[config.mk]
export PLATFORM = sky130hd
export DESIGN_NAME = led_blink_stretcher_flat
export DESIGN_NICKNAME = d
export VERILOG_FILES = /design/src/rtl/led_blink_stretcher_if.sv /design/src/rtl/led_blink_stretcher.sv /design/src/flat_wrapper.sv
export SDC_FILE = /design/constraint.sdc
export NUM_CORES = 1
export LEC_CHECK = 0
export BUFFER_PORTS_ARGS = -buffer_cell sky130_fd_sc_hd__buf_4
export CAP_MARGIN = 10
export CORE_MARGIN = 5
export CORE_UTILIZATION = 52
export DETAILED_ROUTE_END_ITERATION = 8
export GPL_TIMING_DRIVEN = 0
export PLACE_DENSITY = 0.71
export RECOVER_POWER = 100
export SLEW_MARGIN = 20
export SYNTH_ARGS = -nofsm -noshare
export SYNTH_HDL_FRONTEND = slang
export SYNTH_SLANG_ARGS = --single-unit
[constraint.sdc]
create_clock -name clk -period 1.8 [get_ports clk]
set_input_delay 0.27 -clock clk [delete_from_list [all_inputs] [get_ports clk]]
set_output_delay 0.27 -clock clk [all_outputs]
set_load 0.005 [all_outputs]
[src/rtl/led_blink_stretcher_if.sv]
// Event strobe in, LED drive and queue status out, for led_blink_stretcher.
interface led_blink_stretcher_if #(
  parameter int PEND_W = 4
);
  logic              event_in;
  logic              led_out;
  logic              busy;
  logic [PEND_W-1:0] pending;
  logic              overflow;

  modport master (
    output event_in,
    input  led_out,
    input  busy,
    input  pending,
    input  overflow
  );

  modport slave (
    input  event_in,
    output led_out,
    output busy,
    output pending,
    output overflow
  );
endinterface

[src/rtl/led_blink_stretcher.sv]
// Stretches single-cycle events into LED blinks with minimum on/off times.
// Define LED_BLINK_QUEUE_EN to build the pending-event replay counter.
module led_blink_stretcher #(
  parameter int ON_CYCLES  = 75,
  parameter int OFF_CYCLES = 75,
  parameter int CNT_W      = 20,
  parameter int PEND_W     = 4
) (
  input  logic                  clk,
  input  logic                  reset,
  led_blink_stretcher_if.slave  bus
);

  typedef enum logic [1:0] {
    S_IDLE = 2'd0,
    S_ON   = 2'd1,
    S_OFF  = 2'd2
  } state_e;

  localparam logic [CNT_W-1:0] ON_LAST  = CNT_W'(ON_CYCLES - 1);
  localparam logic [CNT_W-1:0] OFF_LAST = CNT_W'(OFF_CYCLES - 1);

  state_e           state_q, state_d;
  logic [CNT_W-1:0] timer_q, timer_d;
  logic             led_q;
  logic             busy_q;
  logic             off_last_s;
  logic             pend_nz_s;

  assign off_last_s = (timer_q == OFF_LAST);

  always_comb begin
    state_d = state_q;
    timer_d = timer_q + CNT_W'(1);
    case (state_q)
      S_IDLE: begin
        timer_d = '0;
        if (bus.event_in) begin
          state_d = S_ON;
        end else begin
          state_d = S_IDLE;
        end
      end
      S_ON: begin
        if (timer_q == ON_LAST) begin
          state_d = S_OFF;
          timer_d = '0;
        end else begin
          state_d = S_ON;
        end
      end
      S_OFF: begin
        if (off_last_s) begin
          timer_d = '0;
          if (pend_nz_s || bus.event_in) begin
            state_d = S_ON;
          end else begin
            state_d = S_IDLE;
          end
        end else begin
          state_d = S_OFF;
        end
      end
      default: begin
        state_d = S_IDLE;
        timer_d = '0;
      end
    endcase
  end

  always_ff @(posedge clk) begin
    if (reset) begin
      state_q <= S_IDLE;
      timer_q <= '0;
      led_q   <= 1'b0;
      busy_q  <= 1'b0;
    end else begin
      state_q <= state_d;
      timer_q <= timer_d;
      led_q   <= (state_d == S_ON);
      busy_q  <= (state_d != S_IDLE);
    end
  end

  assign bus.led_out = led_q;
  assign bus.busy    = busy_q;

`ifdef LED_BLINK_QUEUE_EN
  localparam logic [PEND_W:0] PEND_MAX = {1'b0, {PEND_W{1'b1}}};

  logic [PEND_W-1:0] pend_q, pend_d;
  logic              ovf_q, ovf_d;
  logic              dec_q;
  logic              carry_q;
  logic              queue_ev_s;
  logic              chain_q_s;
  logic [1:0]        add_s;
  logic [PEND_W:0]   sum_s;

  assign queue_ev_s = bus.event_in &
                      ((state_q == S_ON) || ((state_q == S_OFF) && !off_last_s));
  assign chain_q_s  = (state_q == S_OFF) && off_last_s && pend_nz_s;
  assign pend_nz_s  = (pend_q != '0);

  // The replay decrement lands in the first ON cycle; an event on the chaining
  // OFF cycle is carried alongside it so the two can cancel.
  always_comb begin
    pend_d = pend_q;
    ovf_d  = ovf_q;
    add_s  = {1'b0, queue_ev_s} + {1'b0, carry_q};
    sum_s  = {1'b0, pend_q} + (PEND_W + 1)'(add_s) - (PEND_W + 1)'(dec_q);
    if (sum_s > PEND_MAX) begin
      pend_d = pend_q;
      ovf_d  = 1'b1;
    end else begin
      pend_d = sum_s[PEND_W-1:0];
    end
  end

  always_ff @(posedge clk) begin
    if (reset) begin
      pend_q  <= '0;
      ovf_q   <= 1'b0;
      dec_q   <= 1'b0;
      carry_q <= 1'b0;
    end else begin
      pend_q  <= pend_d;
      ovf_q   <= ovf_d;
      dec_q   <= chain_q_s;
      carry_q <= chain_q_s & bus.event_in;
    end
  end

  assign bus.pending  = pend_q;
  assign bus.overflow = ovf_q;
`else
  assign pend_nz_s    = 1'b0;
  assign bus.pending  = '0;
  assign bus.overflow = 1'b0;
`endif

endmodule

[src/flat_wrapper.sv]
// flat-port wrapper written by rule: the top's interface ports become plain ports
module led_blink_stretcher_flat 
#(
  parameter int ON_CYCLES  = 75,
  parameter int OFF_CYCLES = 75,
  parameter int CNT_W      = 20,
  parameter int PEND_W     = 4
)
  (clk, reset, bus_event_in, bus_led_out, bus_busy, bus_pending, bus_overflow);
  led_blink_stretcher_if #(.PEND_W(PEND_W)) bus_i ();
  input  logic clk;
  input  logic reset;
  input wire logic [$bits(bus_i.event_in)-1:0] bus_event_in;
  output wire logic [$bits(bus_i.led_out)-1:0] bus_led_out;
  output wire logic [$bits(bus_i.busy)-1:0] bus_busy;
  output wire logic [$bits(bus_i.pending)-1:0] bus_pending;
  output wire logic [$bits(bus_i.overflow)-1:0] bus_overflow;
  assign bus_i.event_in = bus_event_in;
  assign bus_led_out = bus_i.led_out;
  assign bus_busy = bus_i.busy;
  assign bus_pending = bus_i.pending;
  assign bus_overflow = bus_i.overflow;
  led_blink_stretcher #(.ON_CYCLES(ON_CYCLES), .OFF_CYCLES(OFF_CYCLES), .CNT_W(CNT_W), .PEND_W(PEND_W)) u_core (.clk(clk), .reset(reset), .bus(bus_i));
endmodule
==> results.json <==
{
  "outcome": "completed",
  "crit_fanout": 10,
  "crit_chain": "nor4_1 > nand4_1 > o21ai_1 > clkbuf_4 > nor2_1",
  "dieArea_mm2": 0.00358,
  "seq_area_frac_synth": 0.372,
  "timing.critical_path.from_type": "flip-flop",
  "ctsHoldBuffers": 0,
  "drv_slew": 0,
  "dr.pass1.iters": 4,
  "htree_levels": 1,
  "tightest_slew_ps": 510,
  "async_flop_share": 0,
  "synth_cells": 151,
  "tritoncts": "built",
  "grt.total_usage": 0.157,
  "finClkSkew_ps": 11.6,
  "ir_drop_mv": 0.534,
  "final.setup.tns_ps": 0,
  "final-setup-viol-count": 0,
  "place_ws_ps": -6.50,
  "ys_types": 38,
  "cp_slowest_stage_delay_ps": 490,
  "io_buffers": 4,
  "yosys-top-cells-area": "dfxtp_1, xnor2_1, ha_1, nor2_1, nor4_1",
  "cts_sinks": 24,
  "initial_core_util": 0.531,
  "synth_area_leader_cell": "dfxtp_1",
  "cts_buffers": 3,
  "hold_path.class": "input pin to flip-flop",
  "ys_dominant_reg_cell": "dfxtp_1",
  "power_mw": 1.01,
  "power_frac_comb": 0.072,
  "post-route-util": 0.609,
  "core_mm2": 0.00243,
  "vias_per_cell": 5.66,
  "die_y_um": 59.9,
  "grt_antenna_before_repair": 0,
  "rows": 18,
  "hold_viol_final": 0,
  "internal_power_uw": 801,
  "synthToLayoutAreaGrowth_pct": 14.5,
  "clockBufferDepth": 2,
  "required_ps": 2020,
  "syn_area_mm2": 0.00129,
  "r2r_cells": 5,
  "setup_slack_ps": 80.9,
  "die_w_um": 59.9,
  "holdWs_ps": 145,
  "worstSetupEndpoint": "u_core.timer_q[6]",
  "path_class": "flip-flop to flip-flop",
  "gp_congestion": 0.778,
  "synth_edf_count": 0,
  "ys_seq_elements": 24,
  "drive_gt1_frac": 0.227,
  "pwr-share-seq": 0.540,
  "wl_um": 2470,
  "pin_count": 10,
  "swShare": 0.209,
  "switchingPower_uw": 212,
  "min_period_ps": 1720,
  "end_kind": "flip-flop",
  "power_frac_clock": 0.388,
  "clk_latency_ps": 320,
  "grt_pass1_vias": 1067,
  "r2r_start": "u_core.timer_q[15]",
  "drc": 0,
  "antenna_left": 0,
  "diodes": 0,
  "layout.nets": 173,
  "synth_top_area_share": 0.372,
  "avgSynthCellArea_um2": 8.56,
  "powerDensity_mw_per_mm2": 685,
  "overflow": 0,
  "p_leak_nw": 0.505,
  "relSlewSlack": 0.657,
  "vias": 1092,
  "wl_per_cell_um": 12.8,
  "grt_pass1_wl_um": 4350,
  "max_cap_violations": 0,
  "fmax_mhz": 582,
  "cts.clk_slew.worst_paths_ps": 140,
  "ys.warnings.count": 0,
  "drt_iter0_markers": 35,
  "worst-endpoint-arrival_ps": 1940,
  "root_buffer": "clkbuf_4",
  "grt_max_degree": 15,
  "rsz0062_at_grt": "yes",
  "worstReg2RegEnd": "u_core.timer_q[6]",
  "r2r_setup_slack_ps": 80,
  "crit_start": "u_core.timer_q[15]",
  "slowest_stage": "nor4_1",
  "period_share": 0.955,
  "dp_hpwl_um": 1820
}
==> worst max-delay path, delay by kind of cell (launching register included) <==
family | cells | cell delay, ps
flops | 1 | 370
buf+inv | 1 | 250
compound gates | 1 | 220
simple gates | 3 | 770
==> logic make-up after synthesis <==
kind of cell             after synthesis  share of synthesized area
AO/OA/AOI/OAI                         19                     0.0987
XOR/XNOR                              13                     0.0881
adder cells (fa/ha/maj)                6                     0.0581
buffers and inverters                 15                     0.0600
flip-flops                            24                      0.372
other                                  1                    0.00290
AND/OR/NAND/NOR                       73                      0.320
==> registers in the layout, summed over array words and instances, names as in the netlist <==
register            count
u_core.timer_q         20
u_core.state_q          2
u_core.bus.led_out      1
u_core.bus.busy         1
==> power groups by stage <==
stage	sequential (mW)	clock (mW)	combinational [mW]
after floorplan	0.558	0	0.0481
after global placement	0.559	0	0.0690
after detailed placement	0.559	0	0.0708
after CTS	0.548	0.403	0.0716
after global routing	0.549	0.423	0.0815
final	0.548	0.393	0.0729
==> layer usage <==
| metal | up-vias | wire, um | GRT usage |
|---|---|---|---|
| li1 | 555 | - | - |
| met1 | 499 | 1070 | 0.181 |
| met2 | 31 | 1230 | 0.284 |
| met3 | 7 | 121 | 0.0259 |
| met4 | 0 | 49 | 0.0633 |
| met5 | - | 0 | 0 |
==> worst min-delay path by stage <==
stage / startpoint / endpoint / slack [ps] / cells after the start
2_1_floorplan: reset / u_core.state_q[1] / 340 / 1
3_3_place_gp: u_core.timer_q[0] / u_core.timer_q[0] / 440 / 1
3_5_place_dp: u_core.timer_q[0] / u_core.timer_q[0] / 460 / 1
4_1_cts: reset / u_core.state_q[1] / 140 / 2
5_1_grt: reset / u_core.state_q[1] / 140 / 2
6_report: reset / u_core.state_q[1] / 140 / 2
==> layout by cell type (no fill, tap or decap), types with 2 or more instances in the layout <==
cell / netlist / routed
nor3_1: 3 / 3
xor2_1: 4 / 4
buf_4: 5 / 7
nand2_1: 9 / 8
o21ai_0: 3 / 3
o211ai_1: 3 / 3
dfxtp_1: 24 / 14
a21oi_1: 5 / 5
a31o_2: 2 / 2
conb_1: 1 / 5
dfxtp_2: 0 / 10
nand4_1: 5 / 5
nor4_1: 8 / 7
clkbuf_4: 0 / 7
ha_1: 6 / 6
nand3_1: 9 / 8
inv_1: 8 / 8
and2_1: 2 / 2
or3_1: 3 / 3
nor2_1: 20 / 20
nor2b_1: 3 / 3
xnor2_1: 9 / 9
==> timing repair <==
action                     CTS  global route
setup endpoints to repair   21            21
gates resized for setup      2            16
pin swaps                    0             0
buffers inserted             0             0
==> final cells by class <==
class / instances / area [um^2]
fillers: 225 / 952
multi-input cells: 116 / 785
flip-flops and latches: 24 / 493
plain buffers: 7 / 52.6
well taps: 30 / 37.5
clock inverters: 1 / 30.0
repair buffers: 4 / 30.0
inverters: 8 / 30.0
clock buffers: 3 / 22.5
==> synth_stat cells, drive strengths merged, types with 3 or more instances <==
| library cell | instances |
|---|---|
| xor2 | 4 |
| nor4 | 8 |
| o21ai | 4 |
| o211ai | 3 |
| xnor2 | 9 |
| inv | 8 |
| buf | 7 |
| nand2 | 9 |
| nand4 | 7 |
| a21oi | 6 |
| ha | 6 |
| nor2b | 3 |
| or3 | 4 |
| nand3 | 9 |
| nor2 | 20 |
| dfxtp | 24 |
| nor3 | 3 |
==> metrics by stage <==
stage | instances | instance area, um^2
3_5_place_dp | 189 | 1380
2_1_floorplan | 155 | 1310
3_3_place_gp | 189 | 1380
4_1_cts | 193 | 1440
6_report | 193 | 1480
5_1_grt | 193 | 1480
(Power assumes the default switching activity.)
